<file path="src/rtl/axi_lite_pkg.sv">
// rtl/axi_lite_pkg.sv - AXI4-Lite response codes, command-master FSM states and PROT default
package axi_lite_pkg;

  localparam logic [1:0] RESP_OKAY   = 2'b00;
  localparam logic [1:0] RESP_EXOKAY = 2'b01;
  localparam logic [1:0] RESP_SLVERR = 2'b10;
  localparam logic [1:0] RESP_DECERR = 2'b11;

  localparam logic [2:0] PROT_DEFAULT = 3'b000;

  typedef enum logic [2:0] {
    ST_IDLE    = 3'd0,
    ST_WR_AW_W = 3'd1,
    ST_WR_B    = 3'd2,
    ST_RD_AR   = 3'd3,
    ST_RD_R    = 3'd4
  } state_e;

endpackage

</file>
<file path="src/rtl/axi_lite_cmd_master.sv">
// rtl/axi_lite_cmd_master.sv - single-outstanding command-port to AXI4-Lite initiator
// Optional watchdog flag TIMEOUT_O compiled in with AXI_LITE_CMD_MASTER_TIMEOUT_EN.
module axi_lite_cmd_master
  import axi_lite_pkg::*;
#(
  parameter int C_ADDR_WIDTH     = 16,
  parameter int C_DATA_WIDTH     = 32,
  parameter int C_TIMEOUT_CYCLES = 1024
) (
  input  logic                      M_AXI_ACLK,
  input  logic                      M_AXI_ARESETN,
  input  logic                      CMD_VALID,
  output logic                      CMD_READY,
  input  logic                      CMD_WR,
  input  logic [C_ADDR_WIDTH-1:0]   CMD_ADDR,
  input  logic [C_DATA_WIDTH-1:0]   CMD_WDATA,
  input  logic [C_DATA_WIDTH/8-1:0] CMD_WSTRB,
  output logic                      RSP_VALID,
  output logic                      RSP_WR,
  output logic [1:0]                RSP_RESP,
  output logic [C_DATA_WIDTH-1:0]   RSP_RDATA,
  output logic [C_ADDR_WIDTH-1:0]   M_AXI_AWADDR,
  output logic                      M_AXI_AWVALID,
  input  logic                      M_AXI_AWREADY,
  output logic [2:0]                M_AXI_AWPROT,
  output logic [C_DATA_WIDTH-1:0]   M_AXI_WDATA,
  output logic [C_DATA_WIDTH/8-1:0] M_AXI_WSTRB,
  output logic                      M_AXI_WVALID,
  input  logic                      M_AXI_WREADY,
  input  logic [1:0]                M_AXI_BRESP,
  input  logic                      M_AXI_BVALID,
  output logic                      M_AXI_BREADY,
  output logic [C_ADDR_WIDTH-1:0]   M_AXI_ARADDR,
  output logic                      M_AXI_ARVALID,
  input  logic                      M_AXI_ARREADY,
  output logic [2:0]                M_AXI_ARPROT,
  input  logic [C_DATA_WIDTH-1:0]   M_AXI_RDATA,
  input  logic [1:0]                M_AXI_RRESP,
  input  logic                      M_AXI_RVALID,
  output logic                      M_AXI_RREADY
`ifdef AXI_LITE_CMD_MASTER_TIMEOUT_EN
  ,
  output logic                      TIMEOUT_O
`endif
);

  if (C_DATA_WIDTH != 32) begin : g_bad_data_width
    $error("axi_lite_cmd_master supports only C_DATA_WIDTH = 32");
  end
  if (C_TIMEOUT_CYCLES < 2 || C_TIMEOUT_CYCLES > 65536) begin : g_bad_timeout
    $error("axi_lite_cmd_master C_TIMEOUT_CYCLES must fit the 16-bit watchdog");
  end

  state_e                      state_q, state_d;
  logic                        cmd_ready_q, cmd_ready_d;
  logic                        rsp_valid_q, rsp_valid_d;
  logic                        rsp_wr_q, rsp_wr_d;
  logic [1:0]                  rsp_resp_q, rsp_resp_d;
  logic [C_DATA_WIDTH-1:0]     rsp_rdata_q, rsp_rdata_d;
  logic [C_ADDR_WIDTH-1:0]     addr_q, addr_d;
  logic [C_DATA_WIDTH-1:0]     wdata_q, wdata_d;
  logic [C_DATA_WIDTH/8-1:0]   wstrb_q, wstrb_d;
  logic                        awvalid_q, awvalid_d;
  logic                        wvalid_q, wvalid_d;
  logic                        aw_done_q, aw_done_d;
  logic                        w_done_q, w_done_d;
  logic                        bready_q, bready_d;
  logic                        arvalid_q, arvalid_d;
  logic                        rready_q, rready_d;
  logic                        accept;
  logic                        aw_fin, w_fin;

  assign accept = (state_q == ST_IDLE) && cmd_ready_q && CMD_VALID;

  always_comb begin
    state_d     = state_q;
    cmd_ready_d = cmd_ready_q;
    rsp_valid_d = 1'b0;
    rsp_wr_d    = rsp_wr_q;
    rsp_resp_d  = rsp_resp_q;
    rsp_rdata_d = rsp_rdata_q;
    addr_d      = addr_q;
    wdata_d     = wdata_q;
    wstrb_d     = wstrb_q;
    awvalid_d   = awvalid_q;
    wvalid_d    = wvalid_q;
    aw_done_d   = aw_done_q;
    w_done_d    = w_done_q;
    bready_d    = bready_q;
    arvalid_d   = arvalid_q;
    rready_d    = rready_q;
    aw_fin      = aw_done_q || (awvalid_q && M_AXI_AWREADY);
    w_fin       = w_done_q || (wvalid_q && M_AXI_WREADY);

    unique case (state_q)
      ST_IDLE: begin
        cmd_ready_d = 1'b1;
        if (accept) begin
          cmd_ready_d = 1'b0;
          addr_d      = CMD_ADDR;
          wdata_d     = CMD_WDATA;
          wstrb_d     = CMD_WSTRB;
          if (CMD_WR) begin
            state_d   = ST_WR_AW_W;
            awvalid_d = 1'b1;
            wvalid_d  = 1'b1;
            aw_done_d = 1'b0;
            w_done_d  = 1'b0;
          end else begin
            state_d   = ST_RD_AR;
            arvalid_d = 1'b1;
          end
        end
      end
      ST_WR_AW_W: begin
        // AW and W retire independently; the finished one stays low meanwhile
        if (awvalid_q && M_AXI_AWREADY) begin
          awvalid_d = 1'b0;
          aw_done_d = 1'b1;
        end
        if (wvalid_q && M_AXI_WREADY) begin
          wvalid_d = 1'b0;
          w_done_d = 1'b1;
        end
        if (aw_fin && w_fin) begin
          state_d  = ST_WR_B;
          bready_d = 1'b1;
        end
      end
      ST_WR_B: begin
        if (M_AXI_BVALID && bready_q) begin
          bready_d    = 1'b0;
          rsp_valid_d = 1'b1;
          rsp_wr_d    = 1'b1;
          rsp_resp_d  = M_AXI_BRESP;
          rsp_rdata_d = '0;
          state_d     = ST_IDLE;
        end
      end
      ST_RD_AR: begin
        if (arvalid_q && M_AXI_ARREADY) begin
          arvalid_d = 1'b0;
          rready_d  = 1'b1;
          state_d   = ST_RD_R;
        end
      end
      ST_RD_R: begin
        if (M_AXI_RVALID && rready_q) begin
          rready_d    = 1'b0;
          rsp_valid_d = 1'b1;
          rsp_wr_d    = 1'b0;
          rsp_resp_d  = M_AXI_RRESP;
          rsp_rdata_d = M_AXI_RDATA;
          state_d     = ST_IDLE;
        end
      end
      default: state_d = ST_IDLE;
    endcase
  end

  always_ff @(posedge M_AXI_ACLK or negedge M_AXI_ARESETN) begin
    if (!M_AXI_ARESETN) begin
      state_q     <= ST_IDLE;
      cmd_ready_q <= 1'b0;
      rsp_valid_q <= 1'b0;
      rsp_wr_q    <= 1'b0;
      rsp_resp_q  <= 2'b00;
      rsp_rdata_q <= '0;
      addr_q      <= '0;
      wdata_q     <= '0;
      wstrb_q     <= '0;
      awvalid_q   <= 1'b0;
      wvalid_q    <= 1'b0;
      aw_done_q   <= 1'b0;
      w_done_q    <= 1'b0;
      bready_q    <= 1'b0;
      arvalid_q   <= 1'b0;
      rready_q    <= 1'b0;
    end else begin
      state_q     <= state_d;
      cmd_ready_q <= cmd_ready_d;
      rsp_valid_q <= rsp_valid_d;
      rsp_wr_q    <= rsp_wr_d;
      rsp_resp_q  <= rsp_resp_d;
      rsp_rdata_q <= rsp_rdata_d;
      addr_q      <= addr_d;
      wdata_q     <= wdata_d;
      wstrb_q     <= wstrb_d;
      awvalid_q   <= awvalid_d;
      wvalid_q    <= wvalid_d;
      aw_done_q   <= aw_done_d;
      w_done_q    <= w_done_d;
      bready_q    <= bready_d;
      arvalid_q   <= arvalid_d;
      rready_q    <= rready_d;
    end
  end

`ifdef AXI_LITE_CMD_MASTER_TIMEOUT_EN
  logic [15:0] to_cnt_q, to_cnt_d;
  logic        timeout_q, timeout_d;

  // Flag only; the transaction keeps waiting so the responder never sees a broken handshake
  always_comb begin
    to_cnt_d  = to_cnt_q;
    timeout_d = timeout_q;
    if (state_d != state_q) begin
      to_cnt_d = '0;
    end else if (state_q != ST_IDLE && to_cnt_q != 16'hFFFF) begin
      to_cnt_d = to_cnt_q + 16'd1;
    end
    if (state_q != ST_IDLE && state_d == state_q && to_cnt_d == 16'(C_TIMEOUT_CYCLES - 1)) begin
      timeout_d = 1'b1;
    end
    if (accept) begin
      timeout_d = 1'b0;
    end
  end

  always_ff @(posedge M_AXI_ACLK or negedge M_AXI_ARESETN) begin
    if (!M_AXI_ARESETN) begin
      to_cnt_q  <= '0;
      timeout_q <= 1'b0;
    end else begin
      to_cnt_q  <= to_cnt_d;
      timeout_q <= timeout_d;
    end
  end

  assign TIMEOUT_O = timeout_q;
`endif

  assign CMD_READY     = cmd_ready_q;
  assign RSP_VALID     = rsp_valid_q;
  assign RSP_WR        = rsp_wr_q;
  assign RSP_RESP      = rsp_resp_q;
  assign RSP_RDATA     = rsp_rdata_q;
  assign M_AXI_AWADDR  = addr_q;
  assign M_AXI_AWVALID = awvalid_q;
  assign M_AXI_AWPROT  = PROT_DEFAULT;
  assign M_AXI_WDATA   = wdata_q;
  assign M_AXI_WSTRB   = wstrb_q;
  assign M_AXI_WVALID  = wvalid_q;
  assign M_AXI_BREADY  = bready_q;
  assign M_AXI_ARADDR  = addr_q;
  assign M_AXI_ARVALID = arvalid_q;
  assign M_AXI_ARPROT  = PROT_DEFAULT;
  assign M_AXI_RREADY  = rready_q;

endmodule

</file>
<file path="config.mk">
export PLATFORM = sky130hd
export DESIGN_NAME = axi_lite_cmd_master
export DESIGN_NICKNAME = d
export VERILOG_FILES = /design/src/rtl/axi_lite_pkg.sv /design/src/rtl/axi_lite_cmd_master.sv
export SDC_FILE = /design/constraint.sdc
export NUM_CORES = 1
export LEC_CHECK = 0
export BUFFER_PORTS_ARGS = -buffer_cell sky130_fd_sc_hd__buf_4
export CAP_MARGIN = 15
export CORE_MARGIN = 2
export CORE_UTILIZATION = 45
export DETAILED_ROUTE_END_ITERATION = 6
export PLACE_DENSITY = 0.91
export SLEW_MARGIN = 20
export SYNTH_ARGS = -nofsm -noshare
export SYNTH_HDL_FRONTEND = slang
export SYNTH_SLANG_ARGS = --single-unit
</file>
<file path="constraint.sdc">
create_clock -name M_AXI_ACLK -period 2.75 [get_ports M_AXI_ACLK]
set_input_delay 0.55 -clock M_AXI_ACLK [delete_from_list [all_inputs] [get_ports M_AXI_ACLK]]
set_output_delay 0.55 -clock M_AXI_ACLK [all_outputs]
set_load 0.02 [all_outputs]
</file>
==> flow_summary.yaml <==
routing:
  avgRoutedWirePerCell_um: 16.9
  postRouteAntennaNets: 0
  drc_errors: 0
  via_per_inst: 5.07
  drt-initial-drc-count: 55
  drt_pass1_iterations: 4
  vias: 2920
  drt-total-wl_um: 9710
global_route:
  grt_antenna_before_repair: 0
  gr-usage-all-layers_pct: 19.9
  overflow: 0
  grt_pass1_vias: 3051
  grt_pass1_wl_um: 15300
  grt_max_degree: 52
floorplanning:
  dieWidth_um: 98.5
  dieArea_mm2: 0.00970
  pin_count: 213
  fp.dieH_um: 98.5
  initial_utilization_pct: 46.3
  core_mm2: 0.00868
  fp-row-count: 34
final_layout:
  nFillCells: 664
  antennaDiodeCount: 0
  finalNetCount: 560
  final_common_cell: "buf_4"
  regArea_mm2: 0.00248
  mostFrequentLayoutCells: "buf_4, dfrtp_1, mux2_2"
  post-route-util_pct: 65.2
  multi_input_comb_area_mm2: 0.00125
  layout-drive-gt1-share_pct: 61.1
  area_growth_pct: 40.8
placement:
  hpwl_um: 7360
  place_congestion: 0.766
  io_buffers: 206
clock_tree:
  htreeDepth: 3
  clock-sinks: 99
  cts-buffers-inserted: 9
  cts_tree: "built"
  cts_buffer_depth: 2
  cts_setup_buffers: 0
  path_clk_slew_ns: 0.09
  clockRootBuffer: "clkbuf_8"
  clk_latency_ns: 0.35
  cts_hold_buf: 0
  post_cts_resized: 0
setup_path:
  crit_required_ns: 2.98
  endpoint_kind: "flop"
  start_kind: "flop"
  path_max_fanout: 36
  critPathKind: "flop to flop"
  arrival_ns: 2.24
sta:
  final.min_clock_period_ns: 2.01
  relSlewSlack_pct: 58.2
  fmax_mhz: 499
  slew_viol_final: 0
  clock_skew_ns: 0.0153
  worst_slew_pin_slew_ns: 0.627
  tns_ns: 0
  timing.hold.ws_ns: 0.212
  hold_violations: 0
  timing.final.crit_share_pct: 72.9
  rsz0062_at_grt: "false"
  setup_viol: 0
synthesis:
  ys.flop_type: "dfrtp_1"
  avgSynthCellArea_um2: 14.7
  syn_inst: 273
  synth-async-reset-ratio_pct: 100
  synthDistinctLibCells: 34
  synth_edf_count: 0
  syn-cell-area_mm2: 0.00402
  yosys_warnings: 0
  ys_seq_area_share_pct: 61.7
  yosys_register_bits: 99
power_and_ir_drop:
  ir_drop_mv: 0.277
  p_leak_nw: 3.11
  p_per_area_mw_per_mm2: 429
hold_path:
  hold_class: "input pin to async pin"
run_status:
  status: "finished, final reports clean"
job:
  maxCapViolCount: 0
## through the flow
step	setup WS, ns	cells	total power, mW	area (µm²)
3_5_place_dp	0.770	560	1.63	5490
5_1_grt	0.609	576	2.53	5660
2_1_floorplan	1.12	278	1.50	4040
6_report	0.744	576	2.43	5660
4_1_cts	0.748	576	2.46	5660
3_3_place_gp	0.882	560	1.63	5490
## layer usage
| metal | part of all wire (%) | vias up | global-route usage [%] |
|---|---|---|---|
| li1 | - | 1330 | - |
| met1 | 37 | 1448 | 22.6 |
| met2 | 54 | 121 | 36.4 |
| met3 | 6.7 | 21 | 5.32 |
| met4 | 2.3 | 0 | 6.43 |
| met5 | 0 | - | 0 |
## cells in the mapped netlist (2+ instances only)
cell	instances	area, µm²
o21ai_0	3	15.0
nor2_1	4	15.0
buf_2	3	15.0
dfrtp_1	99	2480
buf_6	7	78.8
a22o_1	34	298
mux2_2	50	563
a21oi_1	4	20.0
nand2_1	7	26.3
nand3_1	2	10.0
mux2_1	2	22.5
a31oi_1	3	18.8
buf_4	26	195
mux2_4	4	60.1
inv_1	4	15.0
a21o_1	2	15.0
nor3_1	2	10.0
## flip-flops by register name, summed over array words and instances, names as in the netlist, 2 cells and up
| register | flops |
|---|---|
| M_AXI_WSTRB | 4 |
| state_q | 3 |
| RSP_RDATA | 32 |
| RSP_RESP | 2 |
| M_AXI_ARADDR | 16 |
| M_AXI_WDATA | 32 |
## power by group
part           switching [mW]  internal, mW  total [mW]
registers                   0          1.45        1.45
logic                  0.0580        0.0906       0.149
clock network           0.493         0.332       0.825
## critical path: stages (launching register included)
cell	delay, ns
dfrtp_1	0.48
nor3_2	0.26
and3_2	0.49
buf_12	0.27
mux2_2	0.37
## cells by family (layout without fill, tap and decap cells)
family / count (synthesis) / count (layout) / synth area share (%)
compound gates: 52 / 52 / 10.7
buf+inv: 41 / 231 / 7.69
flops: 99 / 99 / 61.7
mux: 57 / 57 / 16.3
other cells: 1 / 6 / 0.0933
simple gates: 23 / 23 / 3.55
## area by class of cell
type                    count  share of cell area (%)
clock buffers              10                    2.26
clock inverters             6                   0.708
inverters                   4                   0.265
multi-input cells         138                    22.1
flip-flops and latches     99                    43.8
well taps                 108                    2.39
repair buffers            211                    28.5
## final timing paths
| kind | from | end | slack (ns) | depth (start not counted) |
|---|---|---|---|---|
| worst min register to register | RSP_RDATA[25] | RSP_RDATA[25] | 0.51 | 1 |
| min in group M_AXI_ACLK | M_AXI_RDATA[20] | RSP_RDATA[20] | 0.41 | 2 |
| worst max-delay path | state_q[1] | M_AXI_ARADDR[12] | 0.74 | 4 |
| worst min-delay path | M_AXI_ARESETN | state_q[1] | 0.21 | 1 |
| max in group asynchronous | M_AXI_ARESETN | M_AXI_ARADDR[14] | 1.85 | 2 |
| worst max register to register | state_q[1] | M_AXI_ARADDR[12] | 0.74 | 4 |
Power figures use the tool's default switching activity.
